### src/rtl/ov_pkg.sv
// Shared types and default constants for the OV camera capture controller.
package ov_pkg;

  typedef enum logic [2:0] {
    IDLE,
    SYNC_LO,
    SYNC_HI,
    WRST,
    WEN_ON,
    ACTIVE,
    READY,
    READING
  } state_e;

  localparam int unsigned EXP_LINES_DEF   = 480;
  localparam int unsigned TIMEOUT_CYC_DEF = 4_800_000;

endpackage

### src/rtl/ov_sync2.sv
// Two-flop synchroniser for an asynchronous pin, plus single-cycle rise/fall
// pulses derived from the synchronised level.
module ov_sync2 (
  input  logic clk,
  input  logic rst,
  input  logic d,
  output logic rise_c,
  output logic fall_c
);

  // [0],[1] are the synchroniser; [2] holds the previous synchronised level
  logic [2:0] sh_q;
  logic [2:0] sh_d;

  always_comb begin
    sh_d = {sh_q[1:0], d};
  end

  always_ff @(posedge clk or posedge rst) begin
    if (rst) sh_q <= '0;
    else     sh_q <= sh_d;
  end

  assign rise_c = sh_q[1] & ~sh_q[2];
  assign fall_c = ~sh_q[1] & sh_q[2];

endmodule

### src/rtl/ov_capture_ctrl.sv
// Frame capture sequencer for an OV camera feeding a write-side FIFO:
// frame alignment, decimation, line-count validation and a stall watchdog.
module ov_capture_ctrl
  import ov_pkg::*;
#(
  parameter int unsigned EXP_LINES   = EXP_LINES_DEF,
  parameter int unsigned LINE_W      = 10,
  parameter int unsigned SKIP_W      = 4,
  parameter int unsigned TO_W        = 24,
  parameter int unsigned TIMEOUT_CYC = TIMEOUT_CYC_DEF
) (
  input  logic              clk_24MHz,
  input  logic              rst,
  input  logic              initialized,
  input  logic              mode_cont,
  input  logic              trig,
  input  logic [SKIP_W-1:0] skip,
  input  logic              vsync,
  input  logic              href,
  input  logic              frame_busy,
  output logic              wen,
  output logic              wrst,
  output logic              new_frame,
  output logic [LINE_W-1:0] frame_lines,
  output logic [15:0]       frame_cnt,
  output logic              err_lines,
  output logic              err_timeout
);

  localparam logic [LINE_W-1:0] LINE_MAX = '1;
  localparam logic [LINE_W-1:0] LINE_EXP = LINE_W'(EXP_LINES);
  localparam logic [TO_W-1:0]   WD_LAST  = TO_W'(TIMEOUT_CYC - 1);

  logic vs_rise_c, vs_fall_c, hr_rise_c, hr_fall_c, fb_rise_c, fb_fall_c;

  ov_sync2 u_sync_vsync (.clk(clk_24MHz), .rst(rst), .d(vsync),
                         .rise_c(vs_rise_c), .fall_c(vs_fall_c));
  ov_sync2 u_sync_href  (.clk(clk_24MHz), .rst(rst), .d(href),
                         .rise_c(hr_rise_c), .fall_c(hr_fall_c));
  ov_sync2 u_sync_busy  (.clk(clk_24MHz), .rst(rst), .d(frame_busy),
                         .rise_c(fb_rise_c), .fall_c(fb_fall_c));

  state_e              state_q, state_d;
  logic [SKIP_W-1:0]   skip_cnt_q, skip_cnt_d;
  logic [LINE_W-1:0]   line_cnt_q, line_cnt_d;
  logic                armed_q, armed_d;
  logic [TO_W-1:0]     wd_q, wd_d;
  logic                wen_q, wen_d;
  logic                wrst_q, wrst_d;
  logic                new_frame_q, new_frame_d;
  logic [LINE_W-1:0]   frame_lines_q, frame_lines_d;
  logic [15:0]         frame_cnt_q, frame_cnt_d;
  logic                err_lines_q, err_lines_d;
  logic                err_timeout_q, err_timeout_d;
  logic                wd_run_c, timeout_c;

  always_comb begin
    state_d       = state_q;
    skip_cnt_d    = skip_cnt_q;
    line_cnt_d    = line_cnt_q;
    armed_d       = armed_q;
    wen_d         = wen_q;
    wrst_d        = wrst_q;
    new_frame_d   = new_frame_q;
    frame_lines_d = frame_lines_q;
    frame_cnt_d   = frame_cnt_q;
    err_lines_d   = 1'b0;
    err_timeout_d = 1'b0;

    wd_run_c  = (state_q == SYNC_LO) || (state_q == SYNC_HI) || (state_q == WRST) ||
                (state_q == WEN_ON)  || (state_q == ACTIVE);
    timeout_c = wd_run_c && (wd_q == WD_LAST);

    // Loss of sensor config wins over everything; a timeout wins over vsync edges
    if (!initialized) begin
      state_d     = IDLE;
      wen_d       = 1'b0;
      wrst_d      = 1'b1;
      new_frame_d = 1'b0;
    end else if (timeout_c) begin
      err_timeout_d = 1'b1;
      wen_d         = 1'b0;
      wrst_d        = 1'b1;
      state_d       = IDLE;
    end else begin
      case (state_q)
        IDLE: begin
          if (mode_cont || trig) begin
            skip_cnt_d = '0;
            state_d    = SYNC_LO;
          end
        end
        SYNC_LO: begin
          if (vs_fall_c) state_d = SYNC_HI;
        end
        SYNC_HI: begin
          if (vs_rise_c) begin
            if (skip_cnt_q < skip) begin
              skip_cnt_d = SKIP_W'(skip_cnt_q + 1'b1);
              state_d    = SYNC_LO;
            end else begin
              wrst_d  = 1'b0;
              state_d = WRST;
            end
          end
        end
        WRST: begin
          wrst_d  = 1'b1;
          state_d = WEN_ON;
        end
        WEN_ON: begin
          wen_d      = 1'b1;
          line_cnt_d = '0;
          armed_d    = 1'b0;
          state_d    = ACTIVE;
        end
        ACTIVE: begin
          if (hr_rise_c && (line_cnt_q != LINE_MAX)) line_cnt_d = LINE_W'(line_cnt_q + 1'b1);
          if (vs_fall_c) armed_d = 1'b1;
          if (armed_q && vs_rise_c) begin
            wen_d         = 1'b0;
            frame_lines_d = line_cnt_q;
            if (line_cnt_q == LINE_EXP) begin
              new_frame_d = 1'b1;
              frame_cnt_d = 16'(frame_cnt_q + 16'd1);
              state_d     = READY;
            end else begin
              // retry the very next frame rather than decimating again
              err_lines_d = 1'b1;
              skip_cnt_d  = skip;
              state_d     = SYNC_LO;
            end
          end
        end
        READY: begin
          if (fb_rise_c) state_d = READING;
        end
        READING: begin
          if (fb_fall_c) begin
            new_frame_d = 1'b0;
            if (mode_cont) begin
              skip_cnt_d = '0;
              state_d    = SYNC_LO;
            end else begin
              state_d = IDLE;
            end
          end
        end
        default: state_d = IDLE;
      endcase
    end

    if (!wd_run_c || vs_rise_c || vs_fall_c || (state_d != state_q)) wd_d = '0;
    else                                                             wd_d = TO_W'(wd_q + 1'b1);
  end

  always_ff @(posedge clk_24MHz or posedge rst) begin
    if (rst) begin
      state_q       <= IDLE;
      skip_cnt_q    <= '0;
      line_cnt_q    <= '0;
      armed_q       <= 1'b0;
      wd_q          <= '0;
      wen_q         <= 1'b0;
      wrst_q        <= 1'b1;
      new_frame_q   <= 1'b0;
      frame_lines_q <= '0;
      frame_cnt_q   <= '0;
      err_lines_q   <= 1'b0;
      err_timeout_q <= 1'b0;
    end else begin
      state_q       <= state_d;
      skip_cnt_q    <= skip_cnt_d;
      line_cnt_q    <= line_cnt_d;
      armed_q       <= armed_d;
      wd_q          <= wd_d;
      wen_q         <= wen_d;
      wrst_q        <= wrst_d;
      new_frame_q   <= new_frame_d;
      frame_lines_q <= frame_lines_d;
      frame_cnt_q   <= frame_cnt_d;
      err_lines_q   <= err_lines_d;
      err_timeout_q <= err_timeout_d;
    end
  end

  assign wen         = wen_q;
  assign wrst        = wrst_q;
  assign new_frame   = new_frame_q;
  assign frame_lines = frame_lines_q;
  assign frame_cnt   = frame_cnt_q;
  assign err_lines   = err_lines_q;
  assign err_timeout = err_timeout_q;

endmodule

### config.mk
export PLATFORM = sky130hd
export DESIGN_NAME = ov_capture_ctrl
export DESIGN_NICKNAME = d
export VERILOG_FILES = /design/src/rtl/ov_pkg.sv /design/src/rtl/ov_sync2.sv /design/src/rtl/ov_capture_ctrl.sv
export SDC_FILE = /design/constraint.sdc
export NUM_CORES = 1
export LEC_CHECK = 0
export CORE_UTILIZATION = 30
export CTS_BUF_LIST = sky130_fd_sc_hd__clkbuf_8
export CTS_CLUSTER_DIAMETER = 120
export DETAILED_ROUTE_END_ITERATION = 16
export GPL_TIMING_DRIVEN = 0
export PLACE_DENSITY_LB_ADDON = 0.05
export SLEW_MARGIN = 20
export SYNTH_ARGS = -nofsm -noshare
export SYNTH_HDL_FRONTEND = slang
export SYNTH_HIERARCHICAL = 1
export SYNTH_SLANG_ARGS = --single-unit
### constraint.sdc
create_clock -name clk_24MHz -period 2.2 [get_ports clk_24MHz]
set_clock_uncertainty 0.05 [all_clocks]
set_input_delay 0.33 -clock clk_24MHz [delete_from_list [all_inputs] [get_ports clk_24MHz]]
set_output_delay 0.33 -clock clk_24MHz [all_outputs]
set_load 0.05 [all_outputs]
## After elaboration in Yosys (flattened, before gate mapping)

Index checks and enable logic that the tools add are counted.

- Word-level logic and storage cells: 131
- Input port bits: 12
- Bits in registers: 82

- Equal/unequal tests: 30
- Order comparisons: 1
- Reduce and logical (&&, ||, !) cells: 23
- Add/sub/neg operators: 4
- Mux-type cells: 47
- Bitwise gates (word level): 11

Operators by type and width:

| kind | number |
|---|---|
| 4-bit two-way mux | 7 |
| 3-bit two-way mux | 9 |
| 24-bit by 1-bit adder with 24-bit output, second input constant | 1 |
| 24-bit by 23-bit equality test with 1-bit output, second input constant | 1 |
| 24-bit two-way mux | 1 |
| 3-bit one-hot mux with 8 select lines | 1 |
| 1-bit two-way mux | 21 |
| 10-bit one-hot mux with 2 select lines | 1 |
| 16-bit by 1-bit adder with 16-bit output, second input constant | 1 |
| 4-bit one-hot mux with 4 select lines | 1 |
| 2-bit != test, second input constant | 7 |
| 3-bit equality test, second input constant | 4 |
| 4-bit AND reduction | 3 |
| 10-bit by 1-bit adder with 10-bit output, second input constant | 1 |
| 10-bit by 9-bit equality test with 1-bit output, second input constant | 1 |
| 10-bit two-way mux | 1 |
| 10-bit != test, second input constant | 1 |
| 10-bit AND reduction | 1 |
| 5-bit AND reduction | 2 |
| 1-bit logical OR | 8 |
| 4-bit by 1-bit != test with 1-bit output, second input constant | 2 |
| 4-bit != test, second input constant | 2 |
| 1-bit one-hot mux with 2 select lines | 4 |
| 3-bit by 2-bit equality test with 1-bit output, second input constant | 2 |
| other kinds (19) | 33 |

## Logic depth before layout (Yosys ltp)

Gate-level depths: netlist of the first run.

- Word-level depth: 11
- Mapped depth: 9

## Cells and area by module

The synthesis of the first run kept the hierarchy.

Modules (own cells, without submodules):

| module | cells each | area an instance (um2) | times used |
|---|---|---|---|
| ov_capture_ctrl | 389 | 3876.2 | 1 |
| ov_sync2 | 6 | 93.8 | 3 |

## Least setup slack after synthesis of the first run

OpenSTA, ideal clock, no wires.

- Kind: register to register
- Start point: register wd_q[0]
- End point: register wd_q[14]
- Setup slack: -131 ps
- Path buffers: 2
- Arrival: 2209 ps
- Required time: 2078 ps
- Stages on the path, launching flop included: 10
- Path through: dfrtp_1 > ha_1 > and3_1 > clkbuf_1 > nand3_1 > nor3_1 > mux2i_1 > o311ai_4 > buf_6 > nor2_1

- Word-level cells in the longest chain between the ends: 7
- Elaborated cells on any way between the ends: 8
- Classes of those cells: add/sub: 1; eq/ne: 2; mux: 3; reduce/logical: 2

RTL lines:

| what | line | RTL |
|---|---|---|
| start, declared | ov_capture_ctrl.sv:47 | `logic [TO_W-1:0] wd_q, wd_d;` |
| start signal, assigned | ov_capture_ctrl.sv:176 | `wd_q <= wd_d;` |
| 24-bit by 23-bit equality test with 1-bit output | ov_capture_ctrl.sv:72 | `timeout_c = wd_run_c && (wd_q == WD_LAST);` |
| 1-bit logical AND | ov_capture_ctrl.sv:72 |  |
| 3-bit two-way mux | ov_capture_ctrl.sv:80 | `end else if (timeout_c) begin` |
| 3-bit two-way mux | ov_capture_ctrl.sv:75 | `if (!initialized) begin` |
| 3-bit != test | ov_capture_ctrl.sv:153 | `if (!wd_run_c \|\| vs_rise_c \|\| vs_fall_c \|\| (state_d != state_q)) wd_d = '0;` |
| 1-bit logical OR | ov_capture_ctrl.sv:153 |  |
| 24-bit two-way mux * | ov_capture_ctrl.sv:153 |  |
| via wd_d[14] | ov_capture_ctrl.sv:47 |  |

Mark *: on every way through the listed nets, which the timed path passes. The rest lies on a longest branch.
A chain may end at the register's enable or synchronous reset.

## Worst setup path in the final report of the first run

- Start point: register state_q[0]
- End point: register wd_q[17]

- Word-level cells in the longest chain between the ends: 11
- Elaborated cells on any way between the ends: 28
- Classes of those cells: eq/ne: 8; mux: 10; reduce/logical: 10

RTL lines:

| what | line | RTL |
|---|---|---|
| start, declared | ov_capture_ctrl.sv:43 | `state_e state_q, state_d;` |
| start signal, assigned | ov_capture_ctrl.sv:172 | `state_q <= state_d;` |
| 3-bit by 1-bit equality test with 1-bit output / 3-bit by 2-bit equality test with 1-bit output (equally long branches) | ov_capture_ctrl.sv:70, ov_capture_ctrl.sv:86 |  |
| 1-bit logical OR (3 in a row) | ov_capture_ctrl.sv:70 | `wd_run_c = (state_q == SYNC_LO) \|\| (state_q == SYNC_HI) \|\| (state_q == WRST) \|\|` |
| 1-bit logical OR | ov_capture_ctrl.sv:71 | `(state_q == WEN_ON) \|\| (state_q == ACTIVE);` |
| 1-bit logical AND | ov_capture_ctrl.sv:72 |  |
| 3-bit two-way mux | ov_capture_ctrl.sv:80 |  |
| 3-bit two-way mux | ov_capture_ctrl.sv:75 |  |
| 3-bit != test | ov_capture_ctrl.sv:153 |  |
| 1-bit logical OR * | ov_capture_ctrl.sv:153 |  |
| 24-bit two-way mux * | ov_capture_ctrl.sv:153 |  |
| via wd_d[17] | ov_capture_ctrl.sv:47 |  |

Marked as above.

==> results of run 1 <==
[timing repair]
action                     4_1_cts  5_1_grt
gates resized for setup         42       96
pin swaps                       11       40
cloned                           2        3
setup buffers                   20       28
setup endpoints to repair       70       63
[layout by cell type (no fill, tap or decap), types with 3 or more instances in the layout]
cell type,count
nand2_1,27
xnor2_1,23
nor3_4,3
and4_1,3
a21oi_1,12
dfrtp_2,3
nor2_4,20
o21ai_0,5
and3_1,6
buf_4,37
xor2_1,19
nand3_4,4
nor3_1,6
nor2_1,34
nand3_1,21
ha_1,6
inv_1,17
nor2b_1,4
clkbuf_8,10
mux2_2,11
buf_12,7
nor4_4,3
nand4_1,9
mux2i_1,4
buf_6,7
clkdlybuf4s50_1,42
dfrtp_1,78
nor2_2,3
[metrics by stage]
stage               hold slack, ns  power, mW  setup slack [ns]
floorplan                   0.0336       1.82            0.0321
global placement             0.285       1.92            -0.687
detailed placement           0.286       1.94            -0.730
CTS                          0.288       2.99           -0.0172
global route                 0.276       3.23           -0.0639
finish                       0.290       3.05         -0.000477
[sequential cells by signal, indices dropped and copies added (netlist names), 3 cells and up]
signal / cells
u_sync_vsync/sh_q: 3
state_q: 3
line_cnt_q: 10
wd_q: 24
frame_cnt: 16
skip_cnt_q: 4
u_sync_busy/sh_q: 3
frame_lines: 10
u_sync_href/sh_q: 3
[worst min path at each step]
stage / startpoint / endpoint / slack, ns / cells after the start
finish: rst / u_sync_vsync/sh_q[1]$_DFF_PP0_ / 0.29 / 2
global route: rst / u_sync_vsync/sh_q[0]$_DFF_PP0_ / 0.28 / 2
CTS: rst / u_sync_vsync/sh_q[0]$_DFF_PP0_ / 0.29 / 2
detailed placement: u_sync_vsync/sh_q[0]$_DFF_PP0_ / u_sync_vsync/sh_q[1]$_DFF_PP0_ / 0.29 / 0
global placement: u_sync_href/sh_q[0]$_DFF_PP0_ / u_sync_href/sh_q[1]$_DFF_PP0_ / 0.28 / 0
floorplan: rst / u_sync_busy/sh_q[0]$_DFF_PP0_ / 0.03 / 1
[metal layers]
metal / vias up / share of wire / track usage
met1: 1641 / 0.47 / 0.205
met4: 0 / 0.0098 / 0.0398
met3: 8 / 0.034 / 0.0475
li1: 1617 / - / -
met5: - / 0 / 0
met2: 40 / 0.48 / 0.246
[power breakdown]
group | switching [mW] | total (mW) | internal (mW)
Combinational | 0.247 | 0.475 | 0.227
Sequential | 0.0656 | 1.62 | 1.55
Clock | 0.535 | 0.958 | 0.423
Total | 0.848 | 3.05 | 2.20
[layout make-up]
class,instances,area [µm²]
flip-flops and latches,82,2060
well taps,176,220
repair buffers,91,925
plain buffers,10,92.6
clock inverters,5,25.0
fillers,1306,7380
multi-input cells,293,2440
inverters,17,67.6
clock buffers,10,138
==> impl_metrics.toml, run 1 <==
[run_status]
violations = "setup timing"
status = "complete, but fails checks"

[worst_setup_path]
reg2reg_setup_slack_ns = -0.0005
worstPathArrival_ns = 2.45
critPathTopFamily = "simple AND/OR/NAND/NOR gates"
slowest_delay_ns = 0.44
reg2regPathDepth = 10
critPathSlowestCell = "or3_4"
worstPathRequired_ns = 2.45
r2r_start = "state_q[0]$_DFF_PP0_"
critPathBufInv = 4
worstSetupPathType = "register to register"
endpoint_kind = "register"
critPathMaxFanout = 7
startpoint_type = "register"
crit_path_cell_trace = "or3_4 > buf_6 > nand3_4 > nor3_4 > buf_6 > a221oi_4 > o311ai_4 > buf_12 > buf_6 > nor2_1"
crit_path_start = "state_q[0]$_DFF_PP0_"
cpMostUsedCell = "buf_6"
path_depth = 10
r2r-end = "wd_q[17]$_DFF_PP0_"
cp-endpoint = "wd_q[17]$_DFF_PP0_"

[timing]
fmaxAchievable_mhz = 454
fin_setup_tns_ns = -0.000477
period_minus_slack_ns = 2.20
setup-violations-final = 1
hold_violations = 0
tightest_slew_ns = 0.575
timing.final.crit_share = 1.00
rsz0062_at_grt = "yes"
setup_slack_ns = -0.000477
maxSlewHeadroom = 0.614
slew_viol_final = 0

[yosys]
yosys_warnings = 6
synth.cell_area_um2 = 4150
syn_inst = 406
syn_avg_cell_area_um2 = 10.2
syn_nets = 426

[detailed_routing]
drc = 0
wirelength_um = 10600
antenna_left = 0
wl_per_cell_um = 15.5
vias_per_cell = 4.83
dr.pass1.iters = 4
first_iter_violations = 103
vias = 3306

[pwr]
peakVddDrop_mv = 0.400
power_density_nw_per_um2 = 511
leakage_nw = 2.43

[clock_tree]
cts_sinks = 82
ctsHoldBuffers = 0
clock_tree.buffer_depth = 2
cts_made_buffers = 9
clkTransAtPathRegs_ns = 0.08
cts_root_buf = "clkbuf_8"
cts_tree = "yes"
htreeDepth = 3
insertion_delay_ns = 0.36

[floorplan]
fp.dieH_um = 120
core_area_um2 = 13300
dieArea_um2 = 14300
start_util = 0.311
row_count = 42
io_pins = 43
die_x_um = 120

[cells_and_area]
design_area_um2 = 5960
diodes = 0
layout-drive-gt1-share = 0.321
final_core_util = 0.447
area_delta_synth_final_pct = 43.7
finalNonFillerCells = 684
fin_nets = 524

[placement]
dp_hpwl_um = 6930
place_inst = 627
placed_area_um2 = 4880
port_buffers = 42
gp_congestion = 0.784

[grt]
grt_pass1_vias = 3231
grt_max_degree = 22
grt.total_usage = 0.155
grt_pass1_wl_um = 17000
grt-ovfl-total = 0
antenna_found_initial = 0

[worst_hold_path]
hp-class = "input pin to asynchronous set/reset pin"

[job]
drv_cap = 0
No activity file was read; power rests on OpenSTA's default activity.
==> inputs of run 2 (changes only) <==
--- a/config.mk
+++ b/config.mk
@@ -5,6 +5,7 @@
 export SDC_FILE = /design/constraint.sdc
 export NUM_CORES = 1
 export LEC_CHECK = 0
+export CORE_MARGIN = 2
 export CORE_UTILIZATION = 30
 export CTS_BUF_LIST = sky130_fd_sc_hd__clkbuf_8
 export CTS_CLUSTER_DIAMETER = 120
==> impl_metrics.toml, run 2 (synthesis gave the netlist of run 1 again) <==
[run_status]
status = "complete, but fails checks"
violations = "setup timing"

[floorplan]
row_count = 42
dieArea_um2 = 14800
io_pins = 43
die_x_um = 122
start_util = 0.310
fp.dieH_um = 122
core_area_um2 = 13400

[timing]
slew_viol_final = 0
period_minus_slack_ns = 2.20
fin_setup_tns_ns = -0.0132
rsz0062_at_grt = "yes"
maxSlewHeadroom = 0.592
hold_violations = 0
timing.final.crit_share = 1.00
setup-violations-final = 4
fmaxAchievable_mhz = 454
setup_slack_ns = -0.00456
tightest_slew_ns = 0.611
holdWs_ns = 0.271

[cells_and_area]
final_core_util = 0.427
diodes = 0
area_delta_synth_final_pct = 38.0
fin_nets = 510
final_common_cell = "dfrtp_1"
regMostFlops = "wd_q"
largest_register_ffs = 24
layout-drive-gt1-share = 0.277
layout_common_cells = "78 x dfrtp_1, 43 x nor2_1, 42 x clkdlybuf4s50_1, 26 x nand2_1, 25 x buf_4"

[detailed_routing]
antenna_left = 0
wirelength_um = 10200
wl_per_cell_um = 15.2
vias = 3234
dr.pass1.iters = 4
vias_per_cell = 4.82
drc = 0
first_iter_violations = 164

[worst_setup_path]
worstSetupPathType = "register to register"
critPathSlowestCell = "dfrtp_1"
critPathBufInv = 2
startpoint_type = "register"
slowest_delay_ns = 0.41
worstPathRequired_ns = 2.42
crit_path_start = "u_sync_vsync/sh_q[2]$_DFF_PP0_"
crit_path_cell_trace = "and2b_2 > nor2b_4 > a311oi_4 > a21o_2 > o21ai_4 > o311ai_4 > buf_4 > buf_6 > nor2_1"
worstPathArrival_ns = 2.42
critPathMaxFanout = 5
reg2reg_setup_slack_ns = -0.005
r2r_start = "u_sync_vsync/sh_q[2]$_DFF_PP0_"
endpoint_kind = "register"
critPathTopFamily = "compound AO/OA/AOI/OAI gates"

[clock_tree]
clkTransAtPathRegs_ns = 0.09
cts_sinks = 82
clock_tree.buffer_depth = 2
insertion_delay_ns = 0.38
htreeDepth = 3
cts_root_buf = "clkbuf_8"
ctsHoldBuffers = 0
cts_made_buffers = 9
cts_tree = "yes"

[pwr]
clock_power_share = 0.388
power_density_nw_per_um2 = 568
leakage_nw = 2.34
p_seq_frac = 0.494
peakVddDrop_mv = 0.335
p_sw_uw = 856
swShare = 0.263
comb_power_share = 0.119
internal_power_mw = 2.39

[placement]
port_buffers = 42
dp_hpwl_um = 6760
gp_congestion = 0.814

[grt]
grt_pass1_vias = 3216
grt_max_degree = 30
grt_pass1_wl_um = 16700
grt-ovfl-total = 0
antenna_found_initial = 0
grt.total_usage = 0.147

[worst_hold_path]
hp-class = "input pin to asynchronous set/reset pin"

[job]
drv_cap = 0
==> run 2: metrics by stage <==
| stage | cells | total power, mW | worst slack, ns | area [µm²] |
|---|---|---|---|---|
| after floorplan | 406 | 1.82 | 0.0321 | 4160 |
| after global placement | 624 | 1.92 | -0.715 | 4800 |
| after detailed placement | 626 | 1.93 | -0.722 | 4850 |
| after CTS | 663 | 3.28 | -0.00853 | 5440 |
| after global routing | 671 | 3.41 | -0.0805 | 5730 |
| final | 671 | 3.25 | -0.00456 | 5730 |
==> run 2: worst paths after layout <==
path / endpoint / depth (start not counted)
worst min register to register: u_sync_busy/sh_q[1]$_DFF_PP0_ / 0
worst max-delay path: wd_q[10]$_DFF_PP0_ / 9
max in group asynchronous: frame_cnt[15]$_DFFE_PP0P_ / 4
worst min-delay path: u_sync_busy/sh_q[1]$_DFF_PP0_ / 2
worst max register to register: wd_q[10]$_DFF_PP0_ / 9
min in group clk_24MHz: u_sync_busy/sh_q[1]$_DFF_PP0_ / 0
==> run 2: cell type report <==
| cell class | count | area (µm²) |
|---|---|---|
| sequential | 82 | 2060 |
| timing repair buffer | 75 | 733 |
| buffer | 12 | 103 |
| tap | 176 | 220 |
| multi-input combinational | 293 | 2320 |
| clock inverter | 6 | 90.1 |
| fill | 1302 | 7670 |
| inverter | 17 | 67.6 |
| clock buffer | 10 | 138 |
==> run 2: power by group through the flow <==
| stage | combinational, mW | sequential (mW) | clock [mW] |
|---|---|---|---|
| 6_report | 0.386 | 1.60 | 1.26 |
| 3_3_place_gp | 0.306 | 1.61 | 0 |
| 3_5_place_dp | 0.317 | 1.61 | 0 |
| 5_1_grt | 0.427 | 1.61 | 1.37 |
| 4_1_cts | 0.378 | 1.58 | 1.32 |
| 2_1_floorplan | 0.215 | 1.61 | 0 |
==> run 2: layer usage <==
| metal | GRT usage | part of all wire |
|---|---|---|
| met1 | 0.191 | 0.47 |
| met5 | 0 | 0 |
| met2 | 0.234 | 0.48 |
| met3 | 0.0468 | 0.039 |
| met4 | 0.0503 | 0.015 |
==> run 2: timing repair <==
item,CTS,global route
resized for setup,46,52
setup endpoints to repair,70,60
pin swaps,12,19
cloned,3,0
buffers inserted,19,11
